==> config.mk <==
export PLATFORM = sky130hd
export DESIGN_NAME = pool_window_feeder
export DESIGN_NICKNAME = d
export VERILOG_FILES = /design/src/rtl/pool_window_feeder.sv
export SDC_FILE = /design/constraint.sdc
export NUM_CORES = 1
export LEC_CHECK = 0
export ABC_AREA = 0
export CORE_MARGIN = 3
export CORE_UTILIZATION = 60
export CTS_CLUSTER_SIZE = 16
export DETAILED_ROUTE_END_ITERATION = 8
export HOLD_SLACK_MARGIN = 0.03
export PLACE_DENSITY = 0.79
export SLEW_MARGIN = 20
export SYNTH_ARGS = -nofsm -noshare
export SYNTH_HDL_FRONTEND = slang
export SYNTH_SLANG_ARGS = --single-unit
==> constraint.sdc <==
create_clock -name clk -period 3.1 [get_ports clk]
set_input_delay 0.31 -clock clk [delete_from_list [all_inputs] [get_ports clk]]
set_output_delay 0.31 -clock clk [all_outputs]
set_load 0.02 [all_outputs]
==> src/rtl/pool_window_feeder.sv <==
// pool_window_feeder: turns a row-major pixel stream into non-overlapping 2x2 windows for the average pooler.
// Ports:
//   clk, rst            clock, asynchronous active-high reset
//   pix_valid/ready     input pixel handshake, pix_data is the signed pixel
//   win_valid/ready     window handshake, win_00..win_11 are [row][col] of the window
//   win_row, win_col    window index (r/2, c/2)
//   pool_start          pulse when a window is handed over (win_valid & win_ready)
//   frame_done          one-cycle pulse after the last pixel/window of a frame
module pool_window_feeder #(
   parameter int W      = 28,
   parameter int H      = 28,
   parameter int DATA_W = 16
) (
   input  logic                     clk,
   input  logic                     rst,
   input  logic                     pix_valid,
   output logic                     pix_ready,
   input  logic [DATA_W-1:0]        pix_data,
   output logic                     win_valid,
   input  logic                     win_ready,
   output logic [DATA_W-1:0]        win_00,
   output logic [DATA_W-1:0]        win_01,
   output logic [DATA_W-1:0]        win_10,
   output logic [DATA_W-1:0]        win_11,
   output logic [$clog2(H/2):0]     win_row,
   output logic [$clog2(W/2):0]     win_col,
   output logic                     pool_start,
   output logic                     frame_done
);
   localparam int WW = W / 2;
   localparam int HH = H / 2;
   localparam int CW = $clog2(W + 1);
   localparam int RW = $clog2(H + 1);
   localparam int AW = $clog2(2 * WW);
   localparam int RO = $clog2(H / 2) + 1;
   localparam int CO = $clog2(W / 2) + 1;
   localparam logic [CW-1:0] C_LAST = CW'(W - 1);
   localparam logic [CW-1:0] C_LIM  = CW'(2 * WW);
   localparam logic [RW-1:0] R_LAST = RW'(H - 1);
   localparam logic [RW-1:0] R_LIM  = RW'(2 * HH);

   typedef enum logic [1:0] {ACCEPT, EMIT, DONE} state_t;

   state_t            state, next;
   logic [CW-1:0]     col;
   logic [RW-1:0]     row;
   logic [DATA_W-1:0] lb [2*WW];
   logic [DATA_W-1:0] left;
   logic              last_win;
   logic              acc, last_pix, complete;
   logic [AW-1:0]     ca;

   assign pix_ready  = state == ACCEPT;
   assign win_valid  = state == EMIT;
   assign pool_start = win_valid & win_ready;
   assign frame_done = state == DONE;
   assign acc        = pix_valid & pix_ready;
   assign last_pix   = row == R_LAST && col == C_LAST;
   // trailing odd row/column never completes a window and is only counted
   assign complete   = acc & row[0] & col[0] & (row < R_LIM) & (col < C_LIM);
   assign ca         = col[AW-1:0];

   always_ff @(posedge clk or posedge rst)
      if (rst) state <= ACCEPT;
      else     state <= next;

   always_comb begin
      next = state;
      case (state)
         ACCEPT:  next = complete ? EMIT : (acc && last_pix) ? DONE : ACCEPT;
         EMIT:    next = !win_ready ? EMIT : last_win ? DONE : ACCEPT;
         default: next = ACCEPT;
      endcase
   end

   always_ff @(posedge clk or posedge rst)
      if (rst) begin
         col      <= '0;
         row      <= '0;
         last_win <= 1'b0;
         win_00   <= '0;
         win_01   <= '0;
         win_10   <= '0;
         win_11   <= '0;
         win_row  <= '0;
         win_col  <= '0;
      end else begin
         if (acc) begin
            col <= col == C_LAST ? '0 : col + 1'b1;
            if (col == C_LAST) row <= row == R_LAST ? '0 : row + 1'b1;
         end
         if (complete) begin
            // ca is odd here, so clearing bit 0 addresses column c-1
            win_00   <= lb[ca & ~AW'(1)];
            win_01   <= lb[ca];
            win_10   <= left;
            win_11   <= pix_data;
            win_row  <= RO'(row >> 1);
            win_col  <= CO'(col >> 1);
            last_win <= last_pix;
         end
      end

   // line buffer and left pixel are storage only; their reset value is irrelevant
   always_ff @(posedge clk) begin
      if (acc && !row[0] && col < C_LIM) lb[ca] <= pix_data;
      if (acc && row[0]) left <= pix_data;
   end
endmodule
==> out/results.tsv <==
metric	value	unit
grt_max_degree	52	
p_int	15.21	mW
clock_latency	0.57	ns
finalNetCount	1508	
maxCapViolations	0	
synth_area	0.02133	mm²
drcViolationCount	0	
seqPwrFrac	42.1	%
drv_slew	0	
cp.required	3.37	ns
synth.avg_cell_area	16.02	µm²
skew	0.01319	ns
leakage	9.070	nW
power-per-cell-area	887.2	mW/mm²
synth_edf_count	464	
drtIter0Drc	1593	
gp_congestion	0.8658	
pwr-share-clk	29.5	%
htree_levels	2	
cts-resized-gates	0	
cts_buffer_depth	3	
crit_path_end_kind	register	
drt_first_pass_iters	6	
cts_sinks	549	
drt_wl_total	50500	µm
wire_per_inst	25.48	µm
start_util	61.29	%
r2r_start	ca[4]$_DFFE_PP0N_	
cts_tree	yes	
vias	12490	
synthTopCellsByArea	edfxtp_1 65%, dfrtp_1 10%, mux2i_1 9.6%, nand2_1 2.7%, o22ai_1 2.2%	
holdBufCountCts	0	
hold_viol	0	
combPwrFrac	28.4	%
synth-main-ff-cell	edfxtp_1	
worst_slew_pin_slew	0.7529	ns
criticalPathCategory	reg -> reg	
fp.dieH	194.5	µm
core	0.03480	mm²
grt_pass1_vias	12610	
grt_remaining_overflow	0	
hpwlAfterDp	29780	µm
netlist.top_cell.by_area	edfxtp_1	
status	completed	
grt_use_total	26.49	%
fin_cells	1982	
drive_gt1_share	12.77	%
num_rows	68	
die_w	194.5	µm
ios	98	
peakVddDrop	0.5863	mV
tns	0	ns
synthArstFlopShare	15.48	%
synth-seq-cells	549	
cts_root_buf	clkbuf_16	
crit_arrival	2.78	ns
syn_inst	1331	
finalCritPeriodShare	81.06	%
die-area	0.03785	mm²
syn_to_final_growth	17.05	%
synth_cell_type_count	55	
post_cts_buffers	0	
vias_per_cell	6.303	
min_period	2.513	ns
slew_headroom	49.69	%
io_buffers	95	
startpoint	ca[4]$_DFFE_PP0N_	
setup_viol	0	
hold_class	in -> async	
ys_warn_count	0	
seq_area_frac_synth	75.30	%
p_switching	6.937	mW
worstPathMaxFanout	14	
numCtsBuffers	52	
clk_pin_slew	0.06	ns
antenna_found_initial	1	
ant_nets	0	
rsz0062_at_grt	no	
power.share.switching	31.32	%
synth_top_cell_area_share	65.33	%
fmax	398.0	MHz
placed_cells	1884	
diodes	0	
grt_pass1_wl	76180	µm
cp-start-kind	register	
[state kept, by name (all words and copies together) (netlist names), 4 cells and up]
name and cells:
lb 448, left 16, win_00 16, win_01 16, win_10 16, win_11 16
ca 5, row 5, win_col 4, win_row 4
[routing by layer]
layer	global-route usage (%)	routed length, µm
met1	36.08	18870
met2	43.15	24810
met3	4.576	4936
met4	10.85	1875
met5	0	0
[cells in the final DEF, fill, tap and decap left out, types with 3 or more instances in the layout]
cell / instances
and2_1: 3
clkinvlp_4: 3
a31oi_1: 5
nor2_1: 63
nor3_2: 3
o21ai_0: 38
nor2b_1: 14
clkdlybuf4s50_1: 95
o22a_1: 13
clkbuf_16: 55
nand2b_1: 3
o2111ai_1: 4
dfrtp_1: 84
nor3_1: 4
a21o_1: 3
nand2_1: 153
clkbuf_8: 6
edfxtp_1: 464
o221ai_1: 12
buf_12: 11
buf_4: 72
clkinv_2: 10
o21ai_1: 9
ha_1: 5
o22ai_1: 75
inv_1: 5
mux2_2: 11
a211oi_1: 9
clkbuf_1: 7
bufinv_16: 6
nor4_1: 14
nand3_1: 11
mux2i_1: 205
a21oi_1: 7
clkinv_1: 8
[metrics by stage]
stage	area (µm²)	power, mW	hold WS (ns)	worst slack (ns)	util, %
3_3_place_gp	23170	15.51	0.4180	0.6594	66.58
4_1_cts	24970	22.20	0.1650	0.6267	71.75
6_report	24970	22.15	0.1667	0.5872	71.75
3_5_place_dp	23170	15.67	0.4213	0.5846	66.58
5_1_grt	24970	22.95	0.2151	0.5187	71.75
2_1_floorplan	21330	13.27	0.4089	0.2418	-
[kinds of logic after synthesis]
logic type / Yosys count / share of synthesized area, %
buffers and inverters: 87 / 2.323
other: 1 / 0.01758
AO/OA/AOI/OAI: 186 / 5.731
multiplexers: 219 / 10.47
AND/OR/NAND/NOR: 284 / 5.872
adder cells (fa/ha/maj): 5 / 0.2933
flip-flops: 549 / 75.30
[power groups by stage]
stage | clock, mW | sequential (mW) | combinational [mW]
after floorplan | 0 | 9.68 | 3.58
after global routing | 6.91 | 9.41 | 6.63
after CTS | 6.61 | 9.33 | 6.27
after detailed placement | 0 | 9.48 | 6.20
after global placement | 0 | 9.43 | 6.07
final | 6.54 | 9.33 | 6.28
[critical path, stage by stage, from the launching register on]
cell and delay (ns):
dfrtp_1 0.52, and2_2 0.38, a21o_1 0.23, nor2_1 0.14, buf_4 0.14, nand2_1 0.21, nor2_1 0.31, buf_4 0.28
[area by class of cell]
type | count | area [µm²]
Multi-Input combinational cell | 696 | 4800
Tap cell | 455 | 569.3
Inverter | 6 | 25.02
Clock inverter | 30 | 311.5
Timing Repair Buffer | 178 | 1712
Sequential cell | 549 | 16060
Fill cell | 2062 | 9832
Clock buffer | 68 | 1485
[synth_stat cells, drive strengths merged (6+ instances only)]
cell type and instances:
edfxtp 464, mux2i 205, nand2 154, dfrtp 85, o22ai 76, buf 65
nor2 64, o21ai 47, clkbuf 16, nor2b 14, nor4 14, o22a 13
mux2 12, o221ai 12, nand3 11, a211oi 9, a21oi 8, nor3 7
inv 6
[final timing paths]
check	endpoint	slack (ns)	cells past startpoint
worst max-delay path	lb[16][12]$_DFFE_PP_	0.59	7
worst min-delay path	win_10[7]$_DFFE_PP0P_	0.17	2
worst max register to register	lb[16][12]$_DFFE_PP_	0.59	7
worst min register to register	win_10[11]$_DFFE_PP0P_	0.44	2
max in group asynchronous	ca[1]$_DFFE_PP0N_	2.27	3
min in group clk	state[0]$_DFF_PP0_	0.35	2
No activity file was read; power rests on OpenSTA's default activity.
